### config.mk
export PLATFORM = sky130hd
export DESIGN_NAME = lsu
export DESIGN_NICKNAME = d
export VERILOG_FILES = /design/src/rtl/lsu.sv
export SDC_FILE = /design/constraint.sdc
export NUM_CORES = 1
export LEC_CHECK = 0
export BUFFER_PORTS_ARGS = -buffer_cell sky130_fd_sc_hd__buf_2
export CORE_UTILIZATION = 32
export DETAILED_ROUTE_END_ITERATION = 12
export SYNTH_ARGS = -nofsm -noshare
export SYNTH_HDL_FRONTEND = slang
export SYNTH_SLANG_ARGS = --single-unit
### constraint.sdc
create_clock -name clk -period 4 [get_ports clk]
set_input_delay 0.4 -clock clk [delete_from_list [all_inputs] [get_ports clk]]
set_output_delay 0.4 -clock clk [all_outputs]
set_load 0.1 [all_outputs]
### src/rtl/lsu.sv
// Load/store unit: formats and launches one data-memory transaction per memory instruction.
// Optional REQ timeout is enabled by defining LSU_TIMEOUT_EN.
module lsu #(
  parameter int unsigned TIMEOUT_CYCLES = 255
) (
  input  logic        clk,
  input  logic        rst,
  input  logic        load,
  input  logic        store,
  input  logic [2:0]  funct3,
  input  logic [31:0] alu_result,
  input  logic [31:0] rs2_data,
  output logic [31:0] load_data,
  output logic        stall,
  output logic        access_fault,
  output logic        dmem_req,
  output logic        dmem_we,
  output logic [31:0] dmem_addr,
  output logic [3:0]  dmem_wstrb,
  output logic [31:0] dmem_wdata,
  input  logic        dmem_ready,
  input  logic [31:0] dmem_rdata
);

  typedef enum logic [1:0] {StIdle, StReq, StDone} state_e;

  state_e      state_q, state_d;
  logic [1:0]  off_q, off_d;
  logic [2:0]  funct3_q, funct3_d;
  logic [31:0] load_data_d, addr_d, wdata_d;
  logic [3:0]  wstrb_d;
  logic        req_d, we_d;

`ifdef LSU_TIMEOUT_EN
  localparam int unsigned CntW = (TIMEOUT_CYCLES > 255) ? $clog2(TIMEOUT_CYCLES + 1) : 8;
  logic [CntW-1:0] cnt_q, cnt_d;
  logic            to_fault_q, to_fault_d;
`endif

  logic [1:0]  off;
  logic        fvalid, aligned, legal;
  logic [3:0]  wstrb_fmt;
  logic [31:0] wdata_fmt, ld_fmt;
  logic [7:0]  ld_byte;
  logic [15:0] ld_half;

  assign off = alu_result[1:0];

  always_comb begin
    fvalid = load ? (funct3 inside {3'd0, 3'd1, 3'd2, 3'd4, 3'd5})
                  : (funct3 inside {3'd0, 3'd1, 3'd2});
    case (funct3[1:0])
      2'd0:    aligned = 1'b1;
      2'd1:    aligned = ~off[0];
      2'd2:    aligned = (off == 2'd0);
      default: aligned = 1'b0;
    endcase
    legal = (load ^ store) & fvalid & aligned;
  end

  always_comb begin
    case (funct3[1:0])
      2'd0: begin
        wdata_fmt = {4{rs2_data[7:0]}};
        wstrb_fmt = 4'b0001 << off;
      end
      2'd1: begin
        wdata_fmt = {2{rs2_data[15:0]}};
        wstrb_fmt = off[1] ? 4'b1100 : 4'b0011;
      end
      default: begin
        wdata_fmt = rs2_data;
        wstrb_fmt = 4'b1111;
      end
    endcase
  end

  always_comb begin
    ld_byte = dmem_rdata[{off_q, 3'b000} +: 8];
    ld_half = off_q[1] ? dmem_rdata[31:16] : dmem_rdata[15:0];
    case (funct3_q)
      3'd0:    ld_fmt = {{24{ld_byte[7]}}, ld_byte};
      3'd1:    ld_fmt = {{16{ld_half[15]}}, ld_half};
      3'd4:    ld_fmt = {24'd0, ld_byte};
      3'd5:    ld_fmt = {16'd0, ld_half};
      default: ld_fmt = dmem_rdata;
    endcase
  end

  always_comb begin
    state_d     = state_q;
    off_d       = off_q;
    funct3_d    = funct3_q;
    load_data_d = load_data;
    addr_d      = dmem_addr;
    wdata_d     = dmem_wdata;
    wstrb_d     = dmem_wstrb;
    req_d       = dmem_req;
    we_d        = dmem_we;
`ifdef LSU_TIMEOUT_EN
    cnt_d       = cnt_q;
    to_fault_d  = 1'b0;
`endif
    unique case (state_q)
      StIdle: begin
        if (legal) begin
          addr_d   = {alu_result[31:2], 2'b00};
          we_d     = store;
          wstrb_d  = store ? wstrb_fmt : 4'b0000;
          wdata_d  = store ? wdata_fmt : 32'd0;
          off_d    = off;
          funct3_d = funct3;
          req_d    = 1'b1;
          state_d  = StReq;
`ifdef LSU_TIMEOUT_EN
          cnt_d    = '0;
`endif
        end
      end
      StReq: begin
        if (dmem_ready) begin
          req_d   = 1'b0;
          state_d = StDone;
          if (!dmem_we) load_data_d = ld_fmt;
`ifdef LSU_TIMEOUT_EN
        end else if (cnt_q == CntW'(TIMEOUT_CYCLES - 1)) begin
          // Counter would reach the limit this cycle: abandon the access.
          req_d      = 1'b0;
          state_d    = StDone;
          to_fault_d = 1'b1;
          if (!dmem_we) load_data_d = 32'd0;
        end else begin
          cnt_d = cnt_q + 1'b1;
`endif
        end
      end
      StDone:  state_d = StIdle;
      default: state_d = StIdle;
    endcase
  end

  always_ff @(posedge clk or posedge rst) begin
    if (rst) begin
      state_q    <= StIdle;
      off_q      <= 2'd0;
      funct3_q   <= 3'd0;
      load_data  <= 32'd0;
      dmem_addr  <= 32'd0;
      dmem_wdata <= 32'd0;
      dmem_wstrb <= 4'd0;
      dmem_req   <= 1'b0;
      dmem_we    <= 1'b0;
`ifdef LSU_TIMEOUT_EN
      cnt_q      <= '0;
      to_fault_q <= 1'b0;
`endif
    end else begin
      state_q    <= state_d;
      off_q      <= off_d;
      funct3_q   <= funct3_d;
      load_data  <= load_data_d;
      dmem_addr  <= addr_d;
      dmem_wdata <= wdata_d;
      dmem_wstrb <= wstrb_d;
      dmem_req   <= req_d;
      dmem_we    <= we_d;
`ifdef LSU_TIMEOUT_EN
      cnt_q      <= cnt_d;
      to_fault_q <= to_fault_d;
`endif
    end
  end

  // Gated by rst so both outputs read 0 while reset is held.
  assign stall = ~rst & (load | store) & legal & (state_q != StDone);
`ifdef LSU_TIMEOUT_EN
  assign access_fault = ~rst & (((state_q == StIdle) & (load | store) & ~legal) | to_fault_q);
`else
  assign access_fault = ~rst & (state_q == StIdle) & (load | store) & ~legal;
`endif

endmodule

---- Word level (Yosys, flattened, before mapping) ----
Cells that the tools add are included.
word-level totals
  flip-flop bits (word level) ............. 107
  input bits .............................. 104
  output and inout bits ................... 104
  logic and storage cells ................. 65
cells by class
  eq/ne operators ......................... 13
  shift operators ......................... 2
  multiplexer cells ....................... 15
  bitwise operators ....................... 14
  reductions and logical operators ........ 12
operator list
  cell                 count
  $pmux 32 s4          1
  $pmux 32 s2          1
  $mux 32              1
  $shiftx 32x6->8      1
  $mux 16              1
  $eq 3x3->1 const B   4
  $and 1x1->1          8
  $mux 4               2
  $pmux 4 s2           1
  $eq 3x1->1 const B   2
  $logic_not 2->1      3
  $logic_not 3->1      2
  $ne 2x2->1 const B   3
  $reduce_and 3->1     2
  $reduce_bool 5->1    1
  $eq 2x1->1 const B   2
  $mux 2               2
  $not 1->1            4
  $pmux 2 s2           1
  $reduce_and 2->1     2
  $shl 1x2->4 const A  1
  $eq 3x2->1 const B   1
  $mux 1               3
  $pmux 1 s3           1
  other kinds (6)      6

---- Longest topological paths before layout ----
  depth in word-level cells ............... 7
  gate-level depth with buffers ........... 8
  gate-level depth less buffers ........... 4

---- Least setup slack after synthesis ----
No wires, ideal clock.
  path kind ............................... input-to-output
  start point ............................. input port store
  end point ............................... output port stall
  data arrival time ....................... 5.854 ns
  data required time ...................... 3.600 ns
  slack ................................... -2.254 ns
  cell stages on the path ................. 6
  buffers on the path ..................... 2
  cell sequence ........................... clkbuf_1 inv_1 clkbuf_1 ha_1 nand2_1 a2111oi_0
between the ends
  cells in the longest elaborated chain, start to end .. 5
RTL lines
  what                         RTL line  RTL
  from (decl)                  9         input logic store,
  $xor 1x1->1                  58        legal = (load ^ store) & fvalid & aligned;
  $and 1x1->1 (2 in series)    58
  $and 1x1->1 * (2 in series)  175       assign stall = ~rst & (load | store) & legal & (state_q != StDone);
  to (decl)                    14        output logic stall,
Mark *: on every way between the ends. The rest lies on a longest branch, timed or not.

---- Final worst setup path ----
Ends and elaborated chain as after synthesis.

==> results.json <==
{
  "grt_setup_unrepaired": "false",
  "synthToLayoutAreaGrowth_pct": 28.63,
  "min_to": "state_q[0]",
  "hold_viol": 0,
  "status": "finished clean",
  "cts.repair.resized": 0,
  "nets": 755,
  "yosysTopAreaCell": "dfrtp_1",
  "ys_types": 38,
  "synth_area_leaders": "dfrtp_1 (51%), mux2_4 (14%), mux2i_1 (4.9%)",
  "num_vias": 4244,
  "seq_area_sq_um": 2678,
  "post_dp_cell_area_sq_um": 6467,
  "yosysWarnings": 0,
  "grt_start_max_net_pins": 86,
  "port-buffer-count": 205,
  "rr_endpoint": "load_data[25]",
  "crit_top_cell": "buf_2",
  "pin_count": 208,
  "drt_wl_total_mm": 14.56,
  "dieArea_sq_um": 16990,
  "min_path_cells": 2,
  "worst_pin_slew_ns": 1.143,
  "fin_skew_ns": 0.01368,
  "drt_iter0_drc": 209,
  "critPathKind": "in -> out",
  "regToRegStartpoint": "off_q[1]",
  "numCtsBuffers": 9,
  "htree_num_levels": 3,
  "startpoint_type": "input port",
  "coreArea_sq_um": 16000,
  "clkLatencyLatePin_ns": 0.35,
  "fin_setup_tns_ns": 0,
  "hp-class": "in -> reg",
  "end_kind": "output port",
  "yosysTopAreaCellShare_pct": 50.81,
  "die_h_microns": 130.3,
  "clock-sinks": 107,
  "ys_ff_latch": 107,
  "layout_setup_ws_ns": 1.302,
  "cp_slowest_cell": "buf_2",
  "path_buf_inv": 3,
  "cpPeakStageDelay_ns": 0.48,
  "fin_crit_ns": 2.698,
  "relSlewSlack_pct": 23.43,
  "synth_cells": 463,
  "postCtsSetupBuffers": 0,
  "dp_hpwl_mm": 10.93,
  "ctsLongestPathBuffers": 2,
  "r2r_slack_ns": 1.68,
  "path_cells": "buf_2, inv_1, ha_1, nand2_1, a2111oi_2, buf_2",
  "via_per_inst": 4.867,
  "root_buffer": "clkbuf_16",
  "slew_violations": 0,
  "ant_nets": 0,
  "antenna_found_initial": 1,
  "cts_tree": "yes",
  "synth-edff-count": 0,
  "clk_pin_slew_ns": 0.08,
  "ys.flop_type": "dfrtp_1",
  "final.fill_count": 1635,
  "synth.avg_cell_area_sq_um": 11.38,
  "crit_fanout": 20,
  "clock.fmax_ghz": 0.3706,
  "path_delay_family": "buffers and inverters",
  "seq_area_frac_synth_pct": 50.81,
  "maxCapViolations": 0,
  "hold_buffers": 0,
  "final_area_sq_um": 6779,
  "fp-row-count": 46,
  "grt-ovfl-total": 0,
  "drive_gt1_share_pct": 46.56,
  "hp-start": "dmem_ready",
  "worstPathRequired_ns": 3.60,
  "track_usage_pct": 17.36,
  "grt_pass1_vias": 4284,
  "preCtsSetupSlack_ns": 1.154,
  "drtPass1Iterations": 4,
  "r2r_cells": 3,
  "hold_slack_ns": 0.2639,
  "period_share_pct": 67.45,
  "die_w_microns": 130.3,
  "setup_violations": 0,
  "async_reset_ff_share_pct": 100.0,
  "drt-wirelength-per-cell_microns": 16.70,
  "drc_errors": 0,
  "grt_pass1_wl_mm": 22.52,
  "synthesis.area_sq_um": 5270,
  "worst_ep_arrival_time_ns": 2.30,
  "gp_congestion": 0.8248,
  "multi_input_comb_area_sq_um": 2385,
  "initial_core_util_pct": 32.94
}
[routing by layer]
metal  GRT usage, %  wire length [microns]  up-vias
met5              0                      0        -
met4          7.640                    408        0
met3          5.125                   1073       30
met2          26.75                   6697      171
met1          22.56                   6384     2031
li1               -                      -     2012
[worst max path at each step]
stage / start / end / slack [ns] / depth (start not counted)
2_1_floorplan: store / stall / 0.52 / 6
3_3_place_gp: store / dmem_wdata[21] / 1.22 / 6
3_5_place_dp: store / dmem_addr[14] / 1.15 / 6
4_1_cts: store / stall / 1.28 / 6
5_1_grt: store / stall / 1.12 / 6
6_report: store / stall / 1.30 / 6
[state kept, by name, summed over array words and instances (netlist names), 2 cells and up]
name,cells
dmem_wstrb,4
dmem_wdata,32
funct3_q,3
load_data,32
off_q,2
state_q,2
dmem_addr,30
[Yosys cell counts, types with 2 or more instances]
master and instances:
dfrtp_1 107, mux2i_1 26, o22ai_1 7, a31oi_1 2, nor3b_1 2, buf_2 7
clkbuf_1 20, nand2b_1 3, mux2_4 49, nand3_1 33, mux2_2 22, nor4_1 3
o21ai_0 27, a21oi_1 27, nand3b_1 8, o31ai_1 8, nor2b_1 2, a211oi_1 7
nand2_1 51, inv_1 14, buf_6 5, buf_4 3, nor2_1 15
[layout by cell type, fill, tap and decap left out, types with 2 or more instances in the layout]
cell type,instances
clkbuf_16,9
buf_2,205
a21oi_1,27
nor3b_1,2
inv_6,2
buf_4,4
o22ai_1,7
o31ai_1,8
nand2_1,51
nor2_1,15
o21ai_0,27
clkinv_4,2
mux2_4,49
nor4_1,3
a211oi_1,7
a31oi_1,2
nand2b_1,3
nand3b_1,8
conb_1,2
nor2b_1,2
dfrtp_1,107
inv_1,13
nand3_1,32
mux2i_1,26
mux2_2,22
[worst register-to-register path, cell delays in order, from the launching register on]
cell	delay, ns
dfrtp_1	0.64
mux2_2	0.43
o211ai_1	0.90
nand3_1	0.17
[cells by family (layout without fill, tap and decap cells)]
group | after synthesis | after routing | share of synthesized area (%)
other | 1 | 3 | 0.07116
flip-flops | 107 | 107 | 50.81
AO/OA/AOI/OAI | 83 | 83 | 9.117
buffers and inverters | 50 | 241 | 4.653
AND/OR/NAND/NOR | 124 | 124 | 11.51
multiplexers | 97 | 97 | 23.60
adder cells (fa/ha/maj) | 1 | 1 | 0.2374
[final cells by class]
| class | instances | area share [%] |
|---|---|---|
| Clock buffer | 10 | 3.525 |
| Inverter | 15 | 0.8675 |
| Tap cell | 216 | 3.987 |
| Clock inverter | 6 | 1.034 |
| Sequential cell | 107 | 39.50 |
| Timing Repair Buffer | 210 | 15.87 |
| Antenna cell | 1 | 0.03691 |
| Multi-Input combinational cell | 307 | 35.18 |
[through the flow]
| step | std cells | util, % |
|---|---|---|
| 2_1_floorplan | 464 | - |
| 3_3_place_gp | 855 | 40.42 |
| 3_5_place_dp | 855 | 40.42 |
| 4_1_cts | 871 | 42.35 |
| 5_1_grt | 872 | 42.37 |
| 6_report | 872 | 42.37 |
Power is not shown: default switching activity piles up to over one toggle a cycle in this logic, so the estimate is an artifact.
